### src/rtl/uart_pkg.sv
// Shared UART definitions: frame state encoding, frame constants and the
// parity helper. The receive path imports the same package.
package uart_pkg;

  typedef enum logic [2:0] {
    IDLE,
    START,
    DATA,
    PARITY,
    STOP
  } uart_state_e;

  localparam int unsigned DATA_BITS   = 8;
  localparam int unsigned FRAME_BITS  = 11;
  localparam logic        START_LEVEL = 1'b0;
  localparam logic        STOP_LEVEL  = 1'b1;
  localparam logic        IDLE_LEVEL  = 1'b1;

  // Even parity: the returned bit makes the total count of ones even.
  function automatic logic even_parity(input logic [DATA_BITS-1:0] b);
    return ^b;
  endfunction

endpackage

### src/rtl/tx_uart_if.sv
// Host-side byte handshake for the UART transmitter.
interface tx_uart_if;
  logic [7:0] tx_data;
  logic       tx_valid;
  logic       tx_ready;

  modport master (output tx_data, output tx_valid, input tx_ready);
  modport slave  (input tx_data, input tx_valid, output tx_ready);
endinterface

### src/rtl/uart_baud_counter.sv
// Bit-period timer: counts 0..CLKS_PER_BIT-1 and flags the last cycle of
// each bit period. clear holds the count at zero.
module uart_baud_counter #(
  parameter int unsigned CLKS_PER_BIT = 16
) (
  input  logic clk,
  input  logic reset,
  input  logic clear,
  output logic bit_end
);

  localparam int unsigned     CNT_W    = (CLKS_PER_BIT > 1) ? $clog2(CLKS_PER_BIT) : 1;
  localparam logic [CNT_W-1:0] CNT_LAST = CNT_W'(CLKS_PER_BIT - 1);

  logic [CNT_W-1:0] cnt;

  // Free-running bit counter, wrapping at each bit boundary.
  always_ff @(posedge clk) begin
    if (reset || clear)       cnt <= '0;
    else if (cnt == CNT_LAST) cnt <= '0;
    else                      cnt <= cnt + 1'b1;
  end

  assign bit_end = (cnt == CNT_LAST);

endmodule

### src/rtl/tx_uart.sv
// UART transmitter: 1 start, 8 data (LSB first), even parity, 1 stop.
// Optional macro TX_HOLD_BUFFER_EN adds a one-entry holding register so a
// second byte can be accepted during a frame and sent with no idle gap.
module tx_uart
  import uart_pkg::*;
#(
  parameter int unsigned CLKS_PER_BIT = 16
) (
  input  logic            clk,
  input  logic            reset,
  tx_uart_if.slave        tx_if,
  output logic            serial_out,
  output logic            tx_busy,
  output logic            tx_done
);

  uart_state_e    state, state_next;
  logic [2:0]     bit_idx;
  logic [7:0]     shift;
  logic           parity;
  logic           bit_end;
  logic           handshake;
  logic [7:0]     hold;
  logic           hold_full;
  logic           load_from_hold;

  assign handshake = tx_if.tx_valid && tx_if.tx_ready;

`ifdef TX_HOLD_BUFFER_EN
  assign tx_if.tx_ready = (state == IDLE) || !hold_full;

  // Holding register: a new byte fills it whenever it is not going straight
  // into the shift register; a fill wins over the clear on frame chaining.
  always_ff @(posedge clk) begin
    if (reset) begin
      hold      <= '0;
      hold_full <= 1'b0;
    end else if (handshake && (state != IDLE || hold_full)) begin
      hold      <= tx_if.tx_data;
      hold_full <= 1'b1;
    end else if (load_from_hold) begin
      hold_full <= 1'b0;
    end
  end
`else
  assign tx_if.tx_ready = (state == IDLE);
  assign hold           = '0;
  assign hold_full      = 1'b0;
`endif

  assign load_from_hold = hold_full && ((state == IDLE) || (state == STOP && bit_end));

  uart_baud_counter #(.CLKS_PER_BIT(CLKS_PER_BIT)) u_baud (
    .clk     (clk),
    .reset   (reset),
    .clear   (state == IDLE),
    .bit_end (bit_end)
  );

  // State register.
  always_ff @(posedge clk) begin
    if (reset) state <= IDLE;
    else       state <= state_next;
  end

  // Next-state decode and line/status outputs.
  always_comb begin
    state_next = state;
    serial_out = IDLE_LEVEL;
    tx_busy    = 1'b1;
    tx_done    = 1'b0;
    case (state)
      IDLE: begin
        tx_busy = 1'b0;
        if (handshake || hold_full) state_next = START;
      end
      START: begin
        serial_out = START_LEVEL;
        if (bit_end) state_next = DATA;
      end
      DATA: begin
        serial_out = shift[0];
        if (bit_end && bit_idx == 3'(DATA_BITS - 1)) state_next = PARITY;
      end
      PARITY: begin
        serial_out = parity;
        if (bit_end) state_next = STOP;
      end
      STOP: begin
        serial_out = STOP_LEVEL;
        tx_done    = bit_end;
        if (bit_end) state_next = hold_full ? START : IDLE;
      end
      default: begin
        tx_busy    = 1'b0;
        state_next = IDLE;
      end
    endcase
  end

  // Frame datapath: byte load (from hold or directly), parity, bit shifting.
  always_ff @(posedge clk) begin
    if (reset) begin
      shift   <= '0;
      parity  <= 1'b0;
      bit_idx <= '0;
    end else if (load_from_hold) begin
      shift   <= hold;
      parity  <= even_parity(hold);
      bit_idx <= '0;
    end else if (state == IDLE && handshake) begin
      shift   <= tx_if.tx_data;
      parity  <= even_parity(tx_if.tx_data);
      bit_idx <= '0;
    end else if (state == DATA && bit_end) begin
      shift   <= {1'b0, shift[7:1]};
      bit_idx <= bit_idx + 1'b1;
    end
  end

endmodule

### src/flat_wrapper.sv
// flat-port wrapper written by rule: the top's interface ports become plain ports
module tx_uart_flat import uart_pkg::*;
#(
  parameter int unsigned CLKS_PER_BIT = 16
)
  (clk, reset, serial_out, tx_busy, tx_done, tx_if_tx_data, tx_if_tx_valid, tx_if_tx_ready);
  tx_uart_if tx_if_i ();
  input  logic clk;
  input  logic reset;
  output logic serial_out;
  output logic tx_busy;
  output logic tx_done;
  input wire logic [$bits(tx_if_i.tx_data)-1:0] tx_if_tx_data;
  input wire logic [$bits(tx_if_i.tx_valid)-1:0] tx_if_tx_valid;
  output wire logic [$bits(tx_if_i.tx_ready)-1:0] tx_if_tx_ready;
  assign tx_if_i.tx_data = tx_if_tx_data;
  assign tx_if_i.tx_valid = tx_if_tx_valid;
  assign tx_if_tx_ready = tx_if_i.tx_ready;
  tx_uart #(.CLKS_PER_BIT(CLKS_PER_BIT)) u_core (.clk(clk), .reset(reset), .tx_if(tx_if_i), .serial_out(serial_out), .tx_busy(tx_busy), .tx_done(tx_done));
endmodule
### config.mk
export PLATFORM = sky130hd
export DESIGN_NAME = tx_uart_flat
export DESIGN_NICKNAME = d
export VERILOG_FILES = /design/src/rtl/uart_pkg.sv /design/src/rtl/tx_uart_if.sv /design/src/rtl/uart_baud_counter.sv /design/src/rtl/tx_uart.sv /design/src/flat_wrapper.sv
export SDC_FILE = /design/constraint.sdc
export NUM_CORES = 1
export LEC_CHECK = 0
export CAP_MARGIN = 20
export CORE_MARGIN = 4
export CORE_UTILIZATION = 55
export CTS_CLUSTER_SIZE = 8
export DETAILED_ROUTE_END_ITERATION = 12
export DONT_BUFFER_PORTS = 1
export PLACE_DENSITY = 0.7
export SYNTH_ARGS = -nofsm -noshare
export SYNTH_HDL_FRONTEND = slang
export SYNTH_HIERARCHICAL = 1
export SYNTH_SLANG_ARGS = --single-unit
### constraint.sdc
create_clock -name clk -period 2.1 [get_ports clk]
set_clock_uncertainty 0.05 [all_clocks]
set_input_delay 0.525 -clock clk [delete_from_list [all_inputs] [get_ports clk]]
set_output_delay 0.525 -clock clk [all_outputs]
set_load 0.02 [all_outputs]
==> metrics <==
post-synth top area share=37.6%; DP HPWL=1230 um; placed cells=124; Ys Warns=6; synth unique cells=30; CTS sink cnt=19; #FFs+latches synth=19; layout cells sized above 1=21.4%; RSZ-0062 raised after global routing=no; top-level I/O count=15; port bufs=0; Crit-path slowest cell=dfxtp_1; Seq/Total Area, Yosys=37.6%; Worst-Skew Late Latency=0.29 ns; Post-Place Setup Slack=0.337 ns; clk buf depth=2; cell area power density=645 nW/um^2; Initial Utilization=58.6%; WS Path Type=register to primary output; Routed Antenna Nets=0; number of H-tree levels=1; crit-path cells=ha_1 > nand3_1 > inv_2 > and3_2; Die W=50.9 um; fin util=60.0%; Final Hold Viols=0; Hold Buf Count CTS=0; Area contributors post-synth=dfxtp_1 (38%), mux2i_1 (8.9%), xnor2_1 (8.7%), a211oi_2 (6.2%), nor2_1 (4.8%); max-slew violation count=0; clock buffer count from CTS=3; Core ar.=1730 sq um; n_diodes=0; crit path capture type=primary output; crit start category=register; Worst Hold Margin=0.240 ns; DRC=0; cells after synthesis=103; Clock Tree Root=clkbuf_4; Final min period=1.94 ns; wire length per cell=12.3 um; DRT Wirelength=1580 um; pin count of the biggest net entering global routing=18; crit share post-route=92.2%; vias per std cell=5.34; Max Cap Viol=0; worst min-delay path class=input port to register; slew margin rel.=63.7%; cell leakage power=0.389 nW; most frequent cells in the layout=dfxtp_1 (19), nor2_1 (13), mux2i_1 (9), xnor2_1 (9), nand2_1 (6); # setup viols final=0; Avg Cell Area, Syn=9.83 sq um; Worst path max stage delay=0.37 ns; area grow syn2layout=2.35%; setup TNS=0 ns; clock transition at the registers of the reported paths=0.11 ns; first-pass GRT wire length=2910 um; Placer Congestion=0.691; fillcell total=168; critical path data arrival time=1.36 ns; antenna violations before repair=0; Synth Cell Area=1010 sq um; Synthesized Nets=117; CP max FO=5; WP data required=1.52 ns; Total Nets Final=118; leading area contributor after synthesis=dfxtp_1; fmax=0.516 GHz; peak supply drop=415 uV; Initial DRT Pass Iterations=3; CTS tree=yes; Tot GR Track Use=14.7%; DRT iter0 DRCs=8; Site Rows=15; Slew @ Worst Pin=0.545 ns; Overflow after GRT=0; DIE AREA=2590 sq um; Die Ht=50.9 um; vias in the first global route=676; commonest non-fill, non-tap cell in the layout=dfxtp_1; setup ws final=0.163 ns; outcome=finished, final reports clean; Finished Layout Cells=128; DR vias=683
flip-flops by register name, indices dropped and copies added (netlist names):
register	count
u_core/parity	1
u_core/bit_idx	3
u_core/u_baud/cnt	4
u_core/state	3
u_core/shift	8
kinds of logic after synthesis:
| group | synth area share [%] |
|---|---|
| adders and majority gates | 3.71 |
| AOI/OAI and AO/OA | 11.9 |
| buffers and inverters | 7.29 |
| xor gates and xnor gates | 10.4 |
| and+or+nand+nor | 20.3 |
| DFF | 37.6 |
| muxes | 8.90 |
critical path, delay by kind of cell (launching register included):
kind          cells  cell delay, ns
simple gates      2            0.40
flops             1            0.37
fa+ha+maj         1            0.20
buf+inv           1            0.12
cell type report:
class                   count  area, sq um  share of cell area (%)
flip-flops and latches     19          380                    36.7
multi-input cells          75          567                    54.7
clock buffers               3         22.5                    2.17
inverters                   2         7.51                   0.725
well taps                  25         31.3                    3.02
clock inverters             1         5.00                   0.483
repair buffers              3         22.5                    2.17
metrics by stage:
step | area (sq um) | power [mW]
after global placement | 1000 | 0.497
after global routing | 1040 | 0.710
after detailed placement | 1000 | 0.500
final | 1040 | 0.668
after floorplan | 1010 | 0.496
after CTS | 1030 | 0.680
final timing paths:
check                        from              endpoint  slack (ns)  depth (start not counted)
min reg2reg  u_core/u_baud/cnt[0]  u_core/u_baud/cnt[0]        0.41                          1
max          u_core/u_baud/cnt[0]               tx_done        0.16                          4
max reg2reg  u_core/u_baud/cnt[0]       u_core/shift[4]        0.36                          8
min                         reset       u_core/shift[2]        0.24                          1
report_power, final:
part	switching (mW)	total (mW)	internal, mW
Combinational	0.0508	0.102	0.0509
Sequential	0.0120	0.390	0.378
Clock	0.106	0.177	0.0707
cells in the mapped netlist:
cell and count:
buf_6 2, buf_12 1, mux2i_1 9, nand2b_1 1
and3_1 2, o32a_1 1, nand2b_4 1, o21ai_0 1
a21oi_1 1, a22oi_1 1, nor3_2 2, or2_2 1
nand2_1 6, a211oi_2 5, a211oi_1 4, ha_1 3
nor2_1 13, xor2_1 2, dfxtp_1 19, buf_4 2
inv_1 2, nand3_1 3, xnor2_1 10, nand2_2 1
nor3_4 1, buf_2 1, nor3_1 5, nor2_2 1
and2_1 1, buf_1 1
layer usage:
layer  global-route usage [%]  vias up  part of all wire (%)
li1                         -      354                     -
met1                     17.6      314                    44
met2                     24.9       13                    49
met3                     4.08        2                   6.0
met4                     5.38        0                  0.63
met5                        0        -                     0
repair_timing:
item	4_1_cts	5_1_grt
setup endpoints to repair	0	2
setup buffers	0	0
resized for setup	0	3
No activity file was read; power rests on OpenSTA's default activity.
